**config.mk**
```make
export PLATFORM = sky130hd
export DESIGN_NAME = wb_sram_rr_arbiter
export DESIGN_NICKNAME = d
export VERILOG_FILES = /design/src/rtl/wb_sram_rr_arbiter_pkg.sv /design/src/rtl/wb_sram_rr_arbiter_watchdog.sv /design/src/rtl/wb_sram_rr_arbiter.sv
export SDC_FILE = /design/constraint.sdc
export NUM_CORES = 1
export LEC_CHECK = 0
export ABC_CLOCK_PERIOD_IN_PS = 2600
export BUFFER_PORTS_ARGS = -buffer_cell sky130_fd_sc_hd__buf_2
export CAP_MARGIN = 20
export CORE_AREA = 2 2 123 125
export CTS_CLUSTER_SIZE = 28
export DETAILED_ROUTE_END_ITERATION = 10
export DIE_AREA = 0 0 125 127
export PLACE_DENSITY = 0.51
export SETUP_SLACK_MARGIN = 0.02
export SLEW_MARGIN = 10
export SYNTH_ARGS = -nofsm -noshare
export SYNTH_HDL_FRONTEND = slang
export SYNTH_HIERARCHICAL = 1
export SYNTH_SLANG_ARGS = --single-unit
```
**constraint.sdc**
```tcl
create_clock -name wb_clk_i -period 2.6 [get_ports wb_clk_i]
set_input_delay 0 -clock wb_clk_i [delete_from_list [all_inputs] [get_ports wb_clk_i]]
set_output_delay 0 -clock wb_clk_i [all_outputs]
set_load 0.05 [all_outputs]
```
**src/rtl/wb_sram_rr_arbiter_pkg.sv**
```systemverilog
// Shared definitions for the two-initiator Wishbone SRAM arbiter:
// FSM state encodings, one-hot grant codes, the request bundle that is
// muxed towards the SRAM, and a state-to-grant decode helper.
package wb_sram_rr_arbiter_pkg;

    // Arbiter FSM state encodings
    localparam logic [1:0] WB_ARB_IDLE = 2'd0;
    localparam logic [1:0] WB_ARB_OWN0 = 2'd1;
    localparam logic [1:0] WB_ARB_OWN1 = 2'd2;

    // One-hot grant codes, bit order {m1, m0}
    localparam logic [1:0] WB_GNT_NONE = 2'b00;
    localparam logic [1:0] WB_GNT_M0   = 2'b01;
    localparam logic [1:0] WB_GNT_M1   = 2'b10;

    // Initiator request bundle forwarded to the SRAM target
    typedef struct packed {
        logic        cyc;
        logic        stb;
        logic        we;
        logic [31:0] adr;
        logic [3:0]  sel;
        logic [31:0] dat;
    } wb_req_t;

    // All-zero request used whenever nobody owns the bus
    function automatic wb_req_t wb_req_idle();
        wb_req_t req;
        req.cyc = 1'b0;
        req.stb = 1'b0;
        req.we  = 1'b0;
        req.adr = 32'd0;
        req.sel = 4'd0;
        req.dat = 32'd0;
        return req;
    endfunction

    // Decode the FSM state into the one-hot grant vector
    function automatic logic [1:0] state_to_grant(input logic [1:0] state);
        logic [1:0] gnt;
        case (state)
            WB_ARB_OWN0: gnt = WB_GNT_M0;
            WB_ARB_OWN1: gnt = WB_GNT_M1;
            default:     gnt = WB_GNT_NONE;
        endcase
        return gnt;
    endfunction

endpackage

```
**src/rtl/wb_sram_rr_arbiter_watchdog.sv**
```systemverilog
// Per-access watchdog for the SRAM arbiter.
// Counts cycles in which the owner strobes without an ack/err. When the
// count reaches TIMEOUT_CYCLES-1 while still stalled, fire_o pulses high for
// exactly one cycle and the counter restarts. TIMEOUT_CYCLES=0 disables it.
module wb_sram_rr_arbiter_watchdog #(
    parameter int unsigned TIMEOUT_CYCLES = 255,
    parameter int unsigned TIMEOUT_CNT_W  = 8
) (
    input  logic clk,
    input  logic rst,
    input  logic enable,
    input  logic clear,
    output logic fire_o
);

    localparam int unsigned LP_LAST_INT = (TIMEOUT_CYCLES > 32'd0) ? (TIMEOUT_CYCLES - 32'd1) : 32'd0;
    localparam logic [TIMEOUT_CNT_W-1:0] LP_LAST = TIMEOUT_CNT_W'(LP_LAST_INT);
    localparam logic [TIMEOUT_CNT_W-1:0] LP_SAT  = TIMEOUT_CNT_W'(TIMEOUT_CYCLES);
    localparam logic [TIMEOUT_CNT_W-1:0] LP_ONE  = TIMEOUT_CNT_W'(32'd1);
    localparam logic [TIMEOUT_CNT_W-1:0] LP_ZERO = TIMEOUT_CNT_W'(32'd0);
    localparam logic LP_ENABLED = (TIMEOUT_CYCLES != 32'd0);

    logic [TIMEOUT_CNT_W-1:0] r_cnt;
    logic                     r_fire;

    // Stall counter with saturation and single-cycle fire pulse
    always_ff @(posedge clk) begin
        if (rst) begin
            r_cnt  <= LP_ZERO;
            r_fire <= 1'b0;
        end else if (!LP_ENABLED || clear || !enable) begin
            // disabled, ownership change, or the access made progress
            r_cnt  <= LP_ZERO;
            r_fire <= 1'b0;
        end else if (r_cnt == LP_LAST) begin
            r_cnt  <= LP_ZERO;
            r_fire <= 1'b1;
        end else if (r_cnt < LP_SAT) begin
            r_cnt  <= r_cnt + LP_ONE;
            r_fire <= 1'b0;
        end else begin
            // saturated: hold, never wrap
            r_cnt  <= r_cnt;
            r_fire <= 1'b0;
        end
    end

    assign fire_o = r_fire;

endmodule

```
**src/rtl/wb_sram_rr_arbiter.sv**
```systemverilog
// Two-initiator round-robin Wishbone arbiter in front of the single-port
// SoC SRAM. m0 is the CPU data port, m1 the secondary initiator. Ownership
// is held while the owner keeps cyc high; ties from IDLE go to the initiator
// that did not own the bus last. A watchdog returns err to a stalled owner.
module wb_sram_rr_arbiter
    import wb_sram_rr_arbiter_pkg::*;
#(
    parameter int unsigned TIMEOUT_CYCLES = 255,
    parameter int unsigned TIMEOUT_CNT_W  = 8
) (
    input  logic        wb_clk_i,
    input  logic        wb_rst_i,
    // initiator 0
    input  logic        m0_wb_cyc_i,
    input  logic        m0_wb_stb_i,
    input  logic        m0_wb_we_i,
    input  logic [31:0] m0_wb_adr_i,
    input  logic [3:0]  m0_wb_sel_i,
    input  logic [31:0] m0_wb_dat_i,
    output logic [31:0] m0_wb_dat_o,
    output logic        m0_wb_ack_o,
    output logic        m0_wb_err_o,
    // initiator 1
    input  logic        m1_wb_cyc_i,
    input  logic        m1_wb_stb_i,
    input  logic        m1_wb_we_i,
    input  logic [31:0] m1_wb_adr_i,
    input  logic [3:0]  m1_wb_sel_i,
    input  logic [31:0] m1_wb_dat_i,
    output logic [31:0] m1_wb_dat_o,
    output logic        m1_wb_ack_o,
    output logic        m1_wb_err_o,
    // SRAM target
    output logic        s_wb_cyc_o,
    output logic        s_wb_stb_o,
    output logic        s_wb_we_o,
    output logic [31:0] s_wb_adr_o,
    output logic [3:0]  s_wb_sel_o,
    output logic [31:0] s_wb_dat_o,
    input  logic [31:0] s_wb_dat_i,
    input  logic        s_wb_ack_i,
    input  logic        s_wb_err_i,
    // status
    output logic [1:0]  grant_o,
    output logic        timeout_o
);

    logic [1:0] r_state;
    logic [1:0] w_next_state;
    logic       r_last_grant;   // 1'b0 = m0 owned last, 1'b1 = m1 owned last
    logic       w_own_change;
    logic       w_owner_stb;
    logic       w_wdog_en;
    logic       w_fire;
    wb_req_t    w_m0_req;
    wb_req_t    w_m1_req;
    wb_req_t    w_own_req;

    assign w_m0_req = {m0_wb_cyc_i, m0_wb_stb_i, m0_wb_we_i, m0_wb_adr_i, m0_wb_sel_i, m0_wb_dat_i};
    assign w_m1_req = {m1_wb_cyc_i, m1_wb_stb_i, m1_wb_we_i, m1_wb_adr_i, m1_wb_sel_i, m1_wb_dat_i};

    // Next-state logic: round-robin tie break from IDLE, hand-over without dead cycle
    always_comb begin
        w_next_state = WB_ARB_IDLE;
        case (r_state)
            WB_ARB_IDLE: begin
                if (m0_wb_cyc_i && m1_wb_cyc_i) begin
                    if (r_last_grant) begin
                        w_next_state = WB_ARB_OWN0;
                    end else begin
                        w_next_state = WB_ARB_OWN1;
                    end
                end else if (m0_wb_cyc_i) begin
                    w_next_state = WB_ARB_OWN0;
                end else if (m1_wb_cyc_i) begin
                    w_next_state = WB_ARB_OWN1;
                end else begin
                    w_next_state = WB_ARB_IDLE;
                end
            end
            WB_ARB_OWN0: begin
                if (m0_wb_cyc_i) begin
                    w_next_state = WB_ARB_OWN0;
                end else if (m1_wb_cyc_i) begin
                    w_next_state = WB_ARB_OWN1;
                end else begin
                    w_next_state = WB_ARB_IDLE;
                end
            end
            WB_ARB_OWN1: begin
                if (m1_wb_cyc_i) begin
                    w_next_state = WB_ARB_OWN1;
                end else if (m0_wb_cyc_i) begin
                    w_next_state = WB_ARB_OWN0;
                end else begin
                    w_next_state = WB_ARB_IDLE;
                end
            end
            default: begin
                w_next_state = WB_ARB_IDLE;
            end
        endcase
    end

    // State and last-owner registers; reset favours m0 on the first tie
    always_ff @(posedge wb_clk_i) begin
        if (wb_rst_i) begin
            r_state      <= WB_ARB_IDLE;
            r_last_grant <= 1'b1;
        end else begin
            r_state <= w_next_state;
            if (w_next_state == WB_ARB_OWN0) begin
                r_last_grant <= 1'b0;
            end else if (w_next_state == WB_ARB_OWN1) begin
                r_last_grant <= 1'b1;
            end else begin
                r_last_grant <= r_last_grant;
            end
        end
    end

    assign w_own_change = (w_next_state != r_state);

    // Select the owner's request; zero when idle so no X leaks to the SRAM
    always_comb begin
        w_own_req = wb_req_idle();
        case (r_state)
            WB_ARB_OWN0: w_own_req = w_m0_req;
            WB_ARB_OWN1: w_own_req = w_m1_req;
            default:     w_own_req = wb_req_idle();
        endcase
    end

    assign w_owner_stb = w_own_req.cyc & w_own_req.stb;

    // Stall detection: owner strobing with no response; the fire cycle counts as err
    assign w_wdog_en = w_owner_stb & ~w_fire & ~s_wb_ack_i & ~s_wb_err_i;

    wb_sram_rr_arbiter_watchdog #(
        .TIMEOUT_CYCLES (TIMEOUT_CYCLES),
        .TIMEOUT_CNT_W  (TIMEOUT_CNT_W)
    ) u_wdog (
        .clk    (wb_clk_i),
        .rst    (wb_rst_i),
        .enable (w_wdog_en),
        .clear  (w_own_change),
        .fire_o (w_fire)
    );

    // Drive the SRAM side; strobe is withdrawn in the watchdog fire cycle
    always_comb begin
        s_wb_cyc_o = w_own_req.cyc;
        s_wb_stb_o = w_owner_stb & ~w_fire;
        s_wb_we_o  = w_own_req.we;
        s_wb_adr_o = w_own_req.adr;
        s_wb_sel_o = w_own_req.sel;
        s_wb_dat_o = w_own_req.dat;
    end

    // Route the response to the owner only; forced err suppresses a late ack
    always_comb begin
        m0_wb_dat_o = 32'd0;
        m0_wb_ack_o = 1'b0;
        m0_wb_err_o = 1'b0;
        m1_wb_dat_o = 32'd0;
        m1_wb_ack_o = 1'b0;
        m1_wb_err_o = 1'b0;
        case (r_state)
            WB_ARB_OWN0: begin
                m0_wb_dat_o = s_wb_dat_i;
                m0_wb_ack_o = s_wb_ack_i & ~w_fire;
                m0_wb_err_o = s_wb_err_i | w_fire;
            end
            WB_ARB_OWN1: begin
                m1_wb_dat_o = s_wb_dat_i;
                m1_wb_ack_o = s_wb_ack_i & ~w_fire;
                m1_wb_err_o = s_wb_err_i | w_fire;
            end
            default: begin
                m0_wb_dat_o = 32'd0;
                m1_wb_dat_o = 32'd0;
            end
        endcase
    end

    assign grant_o   = state_to_grant(r_state);
    assign timeout_o = w_fire;

endmodule
```
Yosys cells after proc, flatten, opt, wreduce, memory -nomap -nowiden --
Index checks and enable logic that the tools add are counted.
Cells by class: add/subtract/negate cells 1, order comparisons 1, eq/ne operators 6, mux-type cells 18, bitwise gates (word level) 9, reductions and logical operators 7
Operators with widths (count):
- $pmux W71 S2 | 1
- $mux W32 | 2
- $mux W2 | 5
- $add A8 B1 Y8 const B | 1
- $eq A8 B8 Y1 const B | 1
- $lt A8 B8 Y1 const B | 1
- $mux W1 | 8
- $pmux W2 S3 | 1
- $and A1 B1 Y1 | 5
- $eq A2 B1 Y1 const B | 2
- $eq A2 B2 Y1 const B | 2
- $pmux W2 S2 | 1
- $not A1 Y1 | 3
- $reduce_or A3 Y1 | 1
- $logic_not A2 Y1 | 1
- $ne A2 B2 Y1 | 1
- $reduce_bool A2 Y1 | 1
- $reduce_or A2 Y1 | 1
- $logic_and A1 B1 Y1 | 1
- $logic_not A1 Y1 | 1
- $logic_or A1 B1 Y1 | 1
- $or A1 B1 Y1 | 1
Word-level totals: register bits 12, bits of input ports 178, output and inout port bits 142, word-level logic and storage cells 46

Logic depth before layout (Yosys ltp) --
Gate-level depths: netlist of the first run.
word-level depth 9, mapped depth 11, mapped depth without buffers 10

Hierarchy --
The synthesis of the first run kept the hierarchy.
By module, submodules not included:
- wb_sram_rr_arbiter | times used 1, cells an instance 276, area each 1861.8 µm², seq. area each 60.1 µm²
- wb_sram_rr_arbiter_watchdog | times used 1, cells an instance 46, area each 446.7 µm², seq. area each 180.2 µm²

Worst setup path after synthesis of the first run --
OpenSTA, ideal clock, no wires.
path kind register -> register, start register r_state[1], end register u_wdog.r_cnt[0], setup time 78 ps, data arrival time 2534 ps, required time 2522 ps, slack -11 ps, cell stages (with the launch flop) 9, path buffers 0, clock period less this slack 2611 ps, path through dfxtp_1 > inv_1 > ha_1 > nor2b_1 > nand2_1 > nor4_1 > nor3b_1 > o21ai_2 > nor3_1
On the way: word-level cells in the longest chain between the ends 9, elaborated cells between the ends (all ways) 13, classes of those cells 3 x eq/ne; 2 x mux; 4 x bitwise; 4 x reduce/logical
RTL lines:
- start, declared | line wb_sram_rr_arbiter.sv:48 | logic [1:0] r_state;
- start signal, assigned | line wb_sram_rr_arbiter.sv:111 | r_state <= w_next_state;
- $eq A2 B2 Y1 or $eq A2 B1 Y1 (tied branches) | line wb_sram_rr_arbiter.sv:127 | case (r_state)
- $pmux W71 S2 (*) | line wb_sram_rr_arbiter.sv:127
- via s_wb_cyc_o | line wb_sram_rr_arbiter.sv:34 | output logic s_wb_cyc_o,
- $and A1 B1 Y1 (*) | line wb_sram_rr_arbiter.sv:134 | assign w_owner_stb = w_own_req.cyc & w_own_req.stb;
- $and A1 B1 Y1 (*) (3 in a row) | line wb_sram_rr_arbiter.sv:137 | assign w_wdog_en = w_owner_stb & ~w_fire & ~s_wb_ack_i & ~s_wb_err_i;
- via w_wdog_en | line wb_sram_rr_arbiter.sv:53 | logic w_wdog_en;
- $logic_not A1 Y1 (*) | line wb_sram_rr_arbiter_watchdog.sv:31 | end else if (!LP_ENABLED || clear || !enable) begin
- $logic_or A1 B1 Y1 (*) | line wb_sram_rr_arbiter_watchdog.sv:31
- $reduce_or A3 Y1 (no line) (*)
- end signal, assigned | line wb_sram_rr_arbiter_watchdog.sv:39 | r_cnt <= r_cnt + LP_ONE;
- end signal, assigned | line wb_sram_rr_arbiter_watchdog.sv:43 | r_cnt <= r_cnt;
- end, declared | line wb_sram_rr_arbiter_watchdog.sv:23 | logic [TIMEOUT_CNT_W-1:0] r_cnt;
Mark *: on every way through the listed nets, which the timed path passes. The rest lies on a longest branch. A chain may end at the register's enable or synchronous reset.

Worst setup path after layout of the first run --
start register r_state[0], end register u_wdog.r_cnt[0]
On the way: elaborated cells between the ends (all ways) 13, classes of those cells 3 x eq/ne; 2 x mux; 4 x bitwise; 4 x reduce/logical
RTL lines:
- $eq A2 B2 Y1, or another cell as far along | line wb_sram_rr_arbiter.sv:65 | case (r_state)
- $pmux W2 S3 | line wb_sram_rr_arbiter.sv:65
- $ne A2 B2 Y1 (*) | line wb_sram_rr_arbiter.sv:122 | assign w_own_change = (w_next_state != r_state);
- via w_own_change | line wb_sram_rr_arbiter.sv:51 | logic w_own_change;
- $logic_or A1 B1 Y1 (*) | line wb_sram_rr_arbiter_watchdog.sv:31
- $reduce_or A3 Y1 (no line) (*)
Marks and branches as above.

==> impl_metrics.ini, run 1 <==
[detailed_routing]
post_drt_wl_per_cell_um = 13.6
post-route-drc-count = 0
drtIter0Drc = 155
via_per_inst = 4.25
dr.pass1.iters = 4
wirelength_um = 11000
ant_nets = 0
num_vias = 3438

[timing]
hold_viol = 0
fmax_mhz = 424
worstMarginPinSlew_ns = 0.594
min_period_over_period = 0.907
setup_violations = 0
setup_tns_ns = 0
slew_headroom = 0.604
setup_slack_ns = 0.242
clock_skew_ns = 0.00235
period_minus_slack_ns = 2.36
slew_viol_final = 0
rsz0062_at_grt = no

[critical_path]
worst-path-stages = 10
startpoint_type = flop
endpoint_kind = flop
cp_slowest_cell = dfxtp_1
cp_cell_sequence = buf_4 > ha_4 > or2_4 > a21boi_4 > o21ai_4 > xnor2_1 > o41a_1 > nor3b_1 > o21ai_2 > nor3_1
r2r_cells = 10
reg2reg_slack_ns = 0.24
crit_family = compound AO/OA/AOI/OAI gates
cp_max_fo = 8
crit_required_ns = 2.77
crit_buf_inv = 1
crit_arrival_ns = 2.52
cpPeakStageDelay_ns = 0.31
critPathKind = flop to flop

[finish]
drive_gt1_frac = 0.558
layout_commonest_cell = buf_2
diodes = 0
area_growth_pct = 82.4
final_cell_mix = buf_2, a22oi_1, nor2b_1
finalNetCount = 812

[hold_path]
worstHoldPathType = input port to flop
min_path_cells = 3

[floorplan]
die_w_um = 125
die_h_um = 127
start_util = 0.160
die_area_um2 = 15900
io_pins = 320
coreArea_um2 = 14400
placementRows = 44

[place]
gp_congestion = 0.797
place_worst_setup_slack_ns = 0.203
dp_hpwl_um = 8710
io_buffer_count = 319

[grt]
grt_max_degree = 70
antenna_found_initial = 0
grt_pass1_wl_um = 16300
overflow = 0
first_global_vias = 3121
track_usage = 0.121

[synth]
synth_seq_area_share = 0.104
syn-num-nets = 509
synthDistinctLibCells = 41
yosys.area.top_type_share = 0.228
ys_warn_count = 6
syn-cell-area_um2 = 2310
synth_top_area_cell = a22oi_1
synth-seq-cells = 12
synth_area_leaders = a22oi_1, nor2b_1, and2_1
avgSynthCellArea_um2 = 7.17
netlist_instances = 322

[clock_network]
cts_setup_buffers = 0
clkSinkCount = 12
cts-root-buf = clkbuf_16
path_clk_slew_ns = 0.04
h-tree-depth = 1
cts_tree = yes
clockBufferDepth = 2
numCtsBuffers = 3
clk_latency_ns = 0.24

[power]
pwr_density_cell_nw_per_um2 = 337
power.leakage_uw = 0.00223
power_uw = 1420
ir_worst_vdd_mv = 0.328

[outcome]
status = complete, no violations

[job]
maxCapViolCount = 0
==> layer usage <==
layer / track usage / part of all wire / vias to the layer above
li1: - / - / 1738
met1: 0.156 / 0.43 / 1535
met2: 0.226 / 0.51 / 156
met3: 0.0155 / 0.060 / 9
met4: 0.0111 / 0.0057 / 0
met5: 0 / 0 / -
==> worst paths after layout <==
| path | start | end |
|---|---|---|
| setup / recovery | r_state[0] | u_wdog/r_cnt[0] |
| hold / removal | m1_wb_cyc_i | r_state[1] |
| setup reg to reg | r_state[0] | u_wdog/r_cnt[0] |
| hold reg to reg | r_last_grant | r_last_grant |
==> sequential cells by signal, summed over array words and instances (netlist names) <==
signal and flops:
u_wdog/r_cnt 8, r_state 2, r_last_grant 1, u_wdog/fire_o 1
==> per-stage QoR <==
stage / area [um^2] / instances / hold slack [ns] / utilization
global route: 4210 / 808 / 0.112 / 0.292
detailed placement: 4110 / 803 / 0.218 / 0.285
floorplan: 2310 / 322 / 0.0768 / -
global placement: 4110 / 803 / 0.225 / 0.285
finish: 4210 / 808 / 0.0909 / 0.292
CTS: 4210 / 808 / 0.0947 / 0.292
==> tightest hold or removal path, delay by kind of cell <==
family / cells / cell delay, ns
AOI/OAI and AO/OA: 1 / 0.08
buffers and inverters: 1 / 0.14
and+or+nand+nor: 1 / 0.06
==> cell usage after synthesis (all sizes together) <==
cell type   n
a211oi      2
a21boi      1
a21oi       3
a22o        1
a22oi      70
a31o        1
a31oi       2
and2       64
and3        1
and3b       2
buf         8
clkbuf     23
dfxtp      12
ha          9
inv         7
mux2i       1
nand2       3
nand2b      3
nand3       3
nand4       2
nor2        4
nor2b      71
nor3        6
nor3b       2
nor4        3
o211ai      1
o21a        3
o21ai       3
o311ai      1
o31a        2
o41a        1
or2         2
or3         1
or3b        1
xnor2       3
==> where the power goes <==
| group | internal [uW] | leakage (uW) | total (uW) | switching (uW) |
|---|---|---|---|---|
| registers | 189 | 0.0000971 | 191 | 2.32 |
| logic | 316 | 0.00209 | 911 | 596 |
| clock network | 232 | 0.0000442 | 315 | 83.1 |
==> final cells by class <==
type	instances	area [um^2]
Clock buffer	4	88.8
Fill cell	1601	10200
Inverter	7	26.3
Multi-Input combinational cell	272	1950
Sequential cell	12	240
Tap cell	184	230
Timing Repair Buffer	329	1680
==> cell families after synthesis <==
group	Yosys count	synth area share
simple gates	168	0.457
compound gates	91	0.308
buf+inv	38	0.0656
flops	12	0.104
fa+ha+maj	9	0.0488
xor+xnor	3	0.0114
mux	1	0.00434
==> timing repair <==
item | 4_1_cts | 5_1_grt
hold endpoints to repair | 1 | 0
resized for setup | 0 | 1
setup endpoints to repair | 0 | 3
hold buffers | 1 | 0
Power figures use the tool's default switching activity.
==> run 2: changes to the inputs <==
CTS_BUF_LIST = sky130_fd_sc_hd__clkbuf_4   (was not set)
REMOVE_ABC_BUFFERS = 1   (was not set)
==> impl_metrics.ini, run 2 (synthesis results as in run 1) <==
[critical_path]
r2r_cells = 10
endpoint_kind = flop
crit_arrival_ns = 2.50
r2r-start = r_state[0]
startpoint_type = flop
cp_max_fo = 8
worstSetupStartpoint = r_state[0]
critPathKind = flop to flop
crit_required_ns = 2.79

[finish]
multi_input_area_um2 = 1950
layout_commonest_cell = buf_2
diodes = 0
area_growth_pct = 79.3
register_area_um2 = 240
largest_reg_flops = 8
reg_top3 = u_wdog/r_cnt (8), r_state (2)
final_cell_mix = buf_2, nor2b_1, a22oi_1
n_fill_cell = 1663
drive_gt1_frac = 0.556
finalNetCount = 810
stdcell_count = 805
top_register = u_wdog/r_cnt

[outcome]
status = complete, no violations

[power]
power.leakage_uw = 0.00219
pwr_density_cell_nw_per_um2 = 296
power_uw = 1230
ir_worst_vdd_mv = 0.205

[clock_network]
h-tree-depth = 1
cts_setup_buffers = 0
cts_tree = yes
clk_latency_ns = 0.27
cts-root-buf = clkbuf_4
path_clk_slew_ns = 0.07
clkSinkCount = 12
numCtsBuffers = 3
clockBufferDepth = 2

[floorplan]
coreArea_um2 = 14400
die_w_um = 125
placementRows = 44
io_pins = 320
die_area_um2 = 15900
die_h_um = 127
start_util = 0.160

[timing]
clock_skew_ns = 0.00357
slew_viol_final = 0
min_period_over_period = 0.887
slew_headroom = 0.617
rsz0062_at_grt = no
fmax_mhz = 434
period_minus_slack_ns = 2.31
worstMarginPinSlew_ns = 0.575
setup_violations = 0
hold_viol = 0
setup_tns_ns = 0

[grt]
first_global_vias = 3194
track_usage = 0.144
overflow = 0
grt_max_degree = 102
antenna_found_initial = 1
grt_pass1_wl_um = 18600

[detailed_routing]
post-route-drc-count = 0
drtIter0Drc = 153
wirelength_um = 12900
ant_nets = 0
via_per_inst = 4.27
num_vias = 3440
post_drt_wl_per_cell_um = 16.0
dr.pass1.iters = 4

[place]
dp_hpwl_um = 10600
gp_congestion = 0.794
placed_cells = 801
io_buffer_count = 319

[hold_path]
hp-start = m1_wb_cyc_i
worstHoldPathType = input port to flop
min_path_cells = 3

[job]
maxCapViolCount = 0
[run 2: cell type report]
type	count	area share
clock buffer	3	0.00544
multi-input combinational	272	0.471
sequential	12	0.0580
timing repair buffer	327	0.404
tap	184	0.0556
inverter	7	0.00635
[run 2: path summary, 6_finish.rpt]
kind,to,slack (ns)
worst max-delay path,u_wdog/r_cnt[6],0.29
worst min-delay path,r_state[1],0.04
worst max register to register,u_wdog/r_cnt[6],0.29
worst min register to register,r_last_grant,0.51
[run 2: worst max-delay path, stage by stage (launching register included)]
cell      delay (ns)
dfxtp_1         0.33
inv_1           0.12
ha_2            0.22
or2_4           0.23
a21boi_4        0.14
o21ai_4         0.16
xnor2_1         0.08
o41a_1          0.34
nor3b_2         0.23
o21ai_2         0.17
nor3_1          0.20
[run 2: where the power goes]
group | internal, uW | switching, uW
clock | 53.5 | 58.4
combinational | 314 | 611
sequential | 188 | 1.92
[run 2: timing repair]
action	4_1_cts	5_1_grt
endpoints found under the setup margin	0	2
gates resized for setup	0	1
endpoints found under the hold margin	3	0
hold buffers	1	0
[run 2: through the flow]
stage / utilization / hold slack (ns) / worst slack, ns / area, um^2
3_3_place_gp: 0.284 / 0.246 / 0.237 / 4100
4_1_cts: 0.287 / 0.0328 / 0.187 / 4140
2_1_floorplan: - / 0.0768 / -1.65 / 2180
6_report: 0.287 / 0.0442 / 0.293 / 4140
3_5_place_dp: 0.284 / 0.246 / 0.226 / 4100
5_1_grt: 0.287 / 0.0460 / 0.0992 / 4140
[run 2: routing by layer]
metal,vias to the layer above,routed length (um),global-route usage
met5,-,10,0
met4,2,76,0.0157
met3,8,739,0.0235
met2,131,6720,0.262
met1,1563,5340,0.184
li1,1736,-,-
==> run 3: changes to the inputs <==
ABC_CLOCK_PERIOD_IN_PS = 2550   (was 2600)
CORE_AREA = 2 2 125 127   (was 2 2 123 125)
DIE_AREA = 0 0 127 129   (was 0 0 125 127)
PLACE_DENSITY = 0.55   (was 0.51)
clock period = 2.55 ns   (was 2.6 ns; I/O delays follow)
==> impl_metrics.ini, run 3 (synthesis results as in run 1) <==
[outcome]
status = complete, no violations

[grt]
grt_max_degree = 70
track_usage = 0.132
grt_pass1_wl_um = 17200
overflow = 0
first_global_vias = 3014
antenna_found_initial = 3

[detailed_routing]
via_per_inst = 4.25
post-route-drc-count = 0
ant_nets = 0
dr.pass1.iters = 4
num_vias = 3456
wirelength_um = 12600
drtIter0Drc = 167
post_drt_wl_per_cell_um = 15.5

[finish]
top_register = u_wdog/r_cnt
multi_input_area_um2 = 1950
n_fill_cell = 1683
largest_reg_flops = 8
utilization = 0.278
finalNetCount = 812
register_area_um2 = 240
drive_gt1_frac = 0.556
area_growth_pct = 80.1
reg_top3 = u_wdog/r_cnt (8), r_state (2)
final_area_um2 = 4160
layout_commonest_cell = buf_2
stdcell_count = 813
final_cell_mix = buf_2, nor2b_1, a22oi_1

[critical_path]
cp_max_fo = 36
cp_cell_sequence = inv_1 > buf_4 > ha_4 > buf_4 > nor2_1 > o311ai_0 > o31a_1 > o41a_1 > nor3b_2 > o21ai_2 > nor3_1
r2r-start = r_state[0]
endpoint_kind = flop
crit_family = compound AO/OA/AOI/OAI gates
cp_slowest_cell = o311ai_0
r2r_cells = 11
crit_required_ns = 2.69
path_common_cell = buf_4
crit_arrival_ns = 2.45
reg2reg_to = u_wdog/r_cnt[6]
startpoint_type = flop
crit_buf_inv = 3
cpPeakStageDelay_ns = 0.36
reg2reg_slack_ns = 0.25
critPathKind = flop to flop

[floorplan]
coreArea_um2 = 15000
die_h_um = 129
die_w_um = 127
io_pins = 320
die_area_um2 = 16400
placementRows = 45
start_util = 0.154

[power]
power.leakage_uw = 0.00220
ir_worst_vdd_mv = 0.237
pwr_density_cell_nw_per_um2 = 302

[timing]
setup_violations = 0
min_period_over_period = 0.903
clock_skew_ns = 0.00156
slew_headroom = 0.568
fmax_mhz = 434
slew_viol_final = 0
period_minus_slack_ns = 2.30
setup_slack_ns = 0.247
hold_viol = 0
worstMarginPinSlew_ns = 0.648
rsz0062_at_grt = no

[clock_network]
cts-root-buf = clkbuf_4
h-tree-depth = 1
clkSinkCount = 12
clk_latency_ns = 0.27
cts_tree = yes
clockBufferDepth = 2
numCtsBuffers = 3
path_clk_slew_ns = 0.07

[place]
gp_congestion = 0.746
placed_area_um2 = 4110
place_worst_setup_slack_ns = 0.218
io_buffer_count = 319
dp_hpwl_um = 10300
placed_cells = 807

[hold_path]
worstHoldEndpoint = r_state[1]
hp-start = m1_wb_cyc_i
min_path_cells = 3
worstHoldPathType = input port to flop

[job]
maxCapViolCount = 0
==> run 3: area by class of cell <==
cell class	count	area share
Sequential cell	12	0.0578
Tap cell	188	0.0566
Clock buffer	3	0.00542
Inverter	7	0.00632
Antenna cell	1	0.000602
Multi-Input combinational cell	272	0.469
Clock inverter	1	0.000903
Timing Repair Buffer	329	0.404
==> run 3: worst max path at each step <==
stage / startpoint / end / cells past startpoint / slack, ns
after global placement: r_state[0] / u_wdog/r_cnt[0] / 10 / 0.25
after global routing: r_state[0] / u_wdog/r_cnt[0] / 11 / 0.02
after floorplan: r_state[0] / u_wdog/r_cnt[0] / 9 / -1.70
after detailed placement: r_state[0] / u_wdog/r_cnt[6] / 10 / 0.22
after CTS: r_state[0] / s_wb_dat_o[2] / 7 / 0.18
final: r_state[0] / u_wdog/r_cnt[6] / 11 / 0.25
==> run 3: report_power, final <==
| part | internal [uW] | switching, uW | total [uW] |
|---|---|---|---|
| combinational | 321 | 622 | 943 |
| sequential | 191 | 2.57 | 194 |
| clock | 56.6 | 62.2 | 119 |
==> run 3: routing by layer <==
layer / vias up / wire length (um) / track usage
met5: - / 27 / 0
met4: 4 / 86 / 0.0194
met3: 12 / 904 / 0.0237
met2: 142 / 6070 / 0.222
met1: 1552 / 5480 / 0.180
li1: 1746 / - / -
==> run 3: tightest hold or removal path, stage by stage <==
cell     delay (ns)
buf_2          0.14
o21ai_4        0.08
nor3_1         0.05
==> run 3: per-stage QoR <==
stage / TNS (ns) / power [uW] / hold slack [ns]
CTS: 0 / 1270 / 0.0304
floorplan: -80.36 / 815 / 0.0768
detailed placement: 0 / 1150 / 0.242
global placement: 0 / 1150 / 0.245
finish: 0 / 1260 / 0.0387
global route: 0 / 1340 / 0.0265
==> run 3: repair_timing <==
| item | 4_1_cts | 5_1_grt |
|---|---|---|
| buffers inserted | 0 | 0 |
| hold endpoints to repair | 3 | 0 |
| gates resized for setup | 0 | 2 |
| hold buffers | 1 | 0 |
| setup endpoints to repair | 0 | 3 |
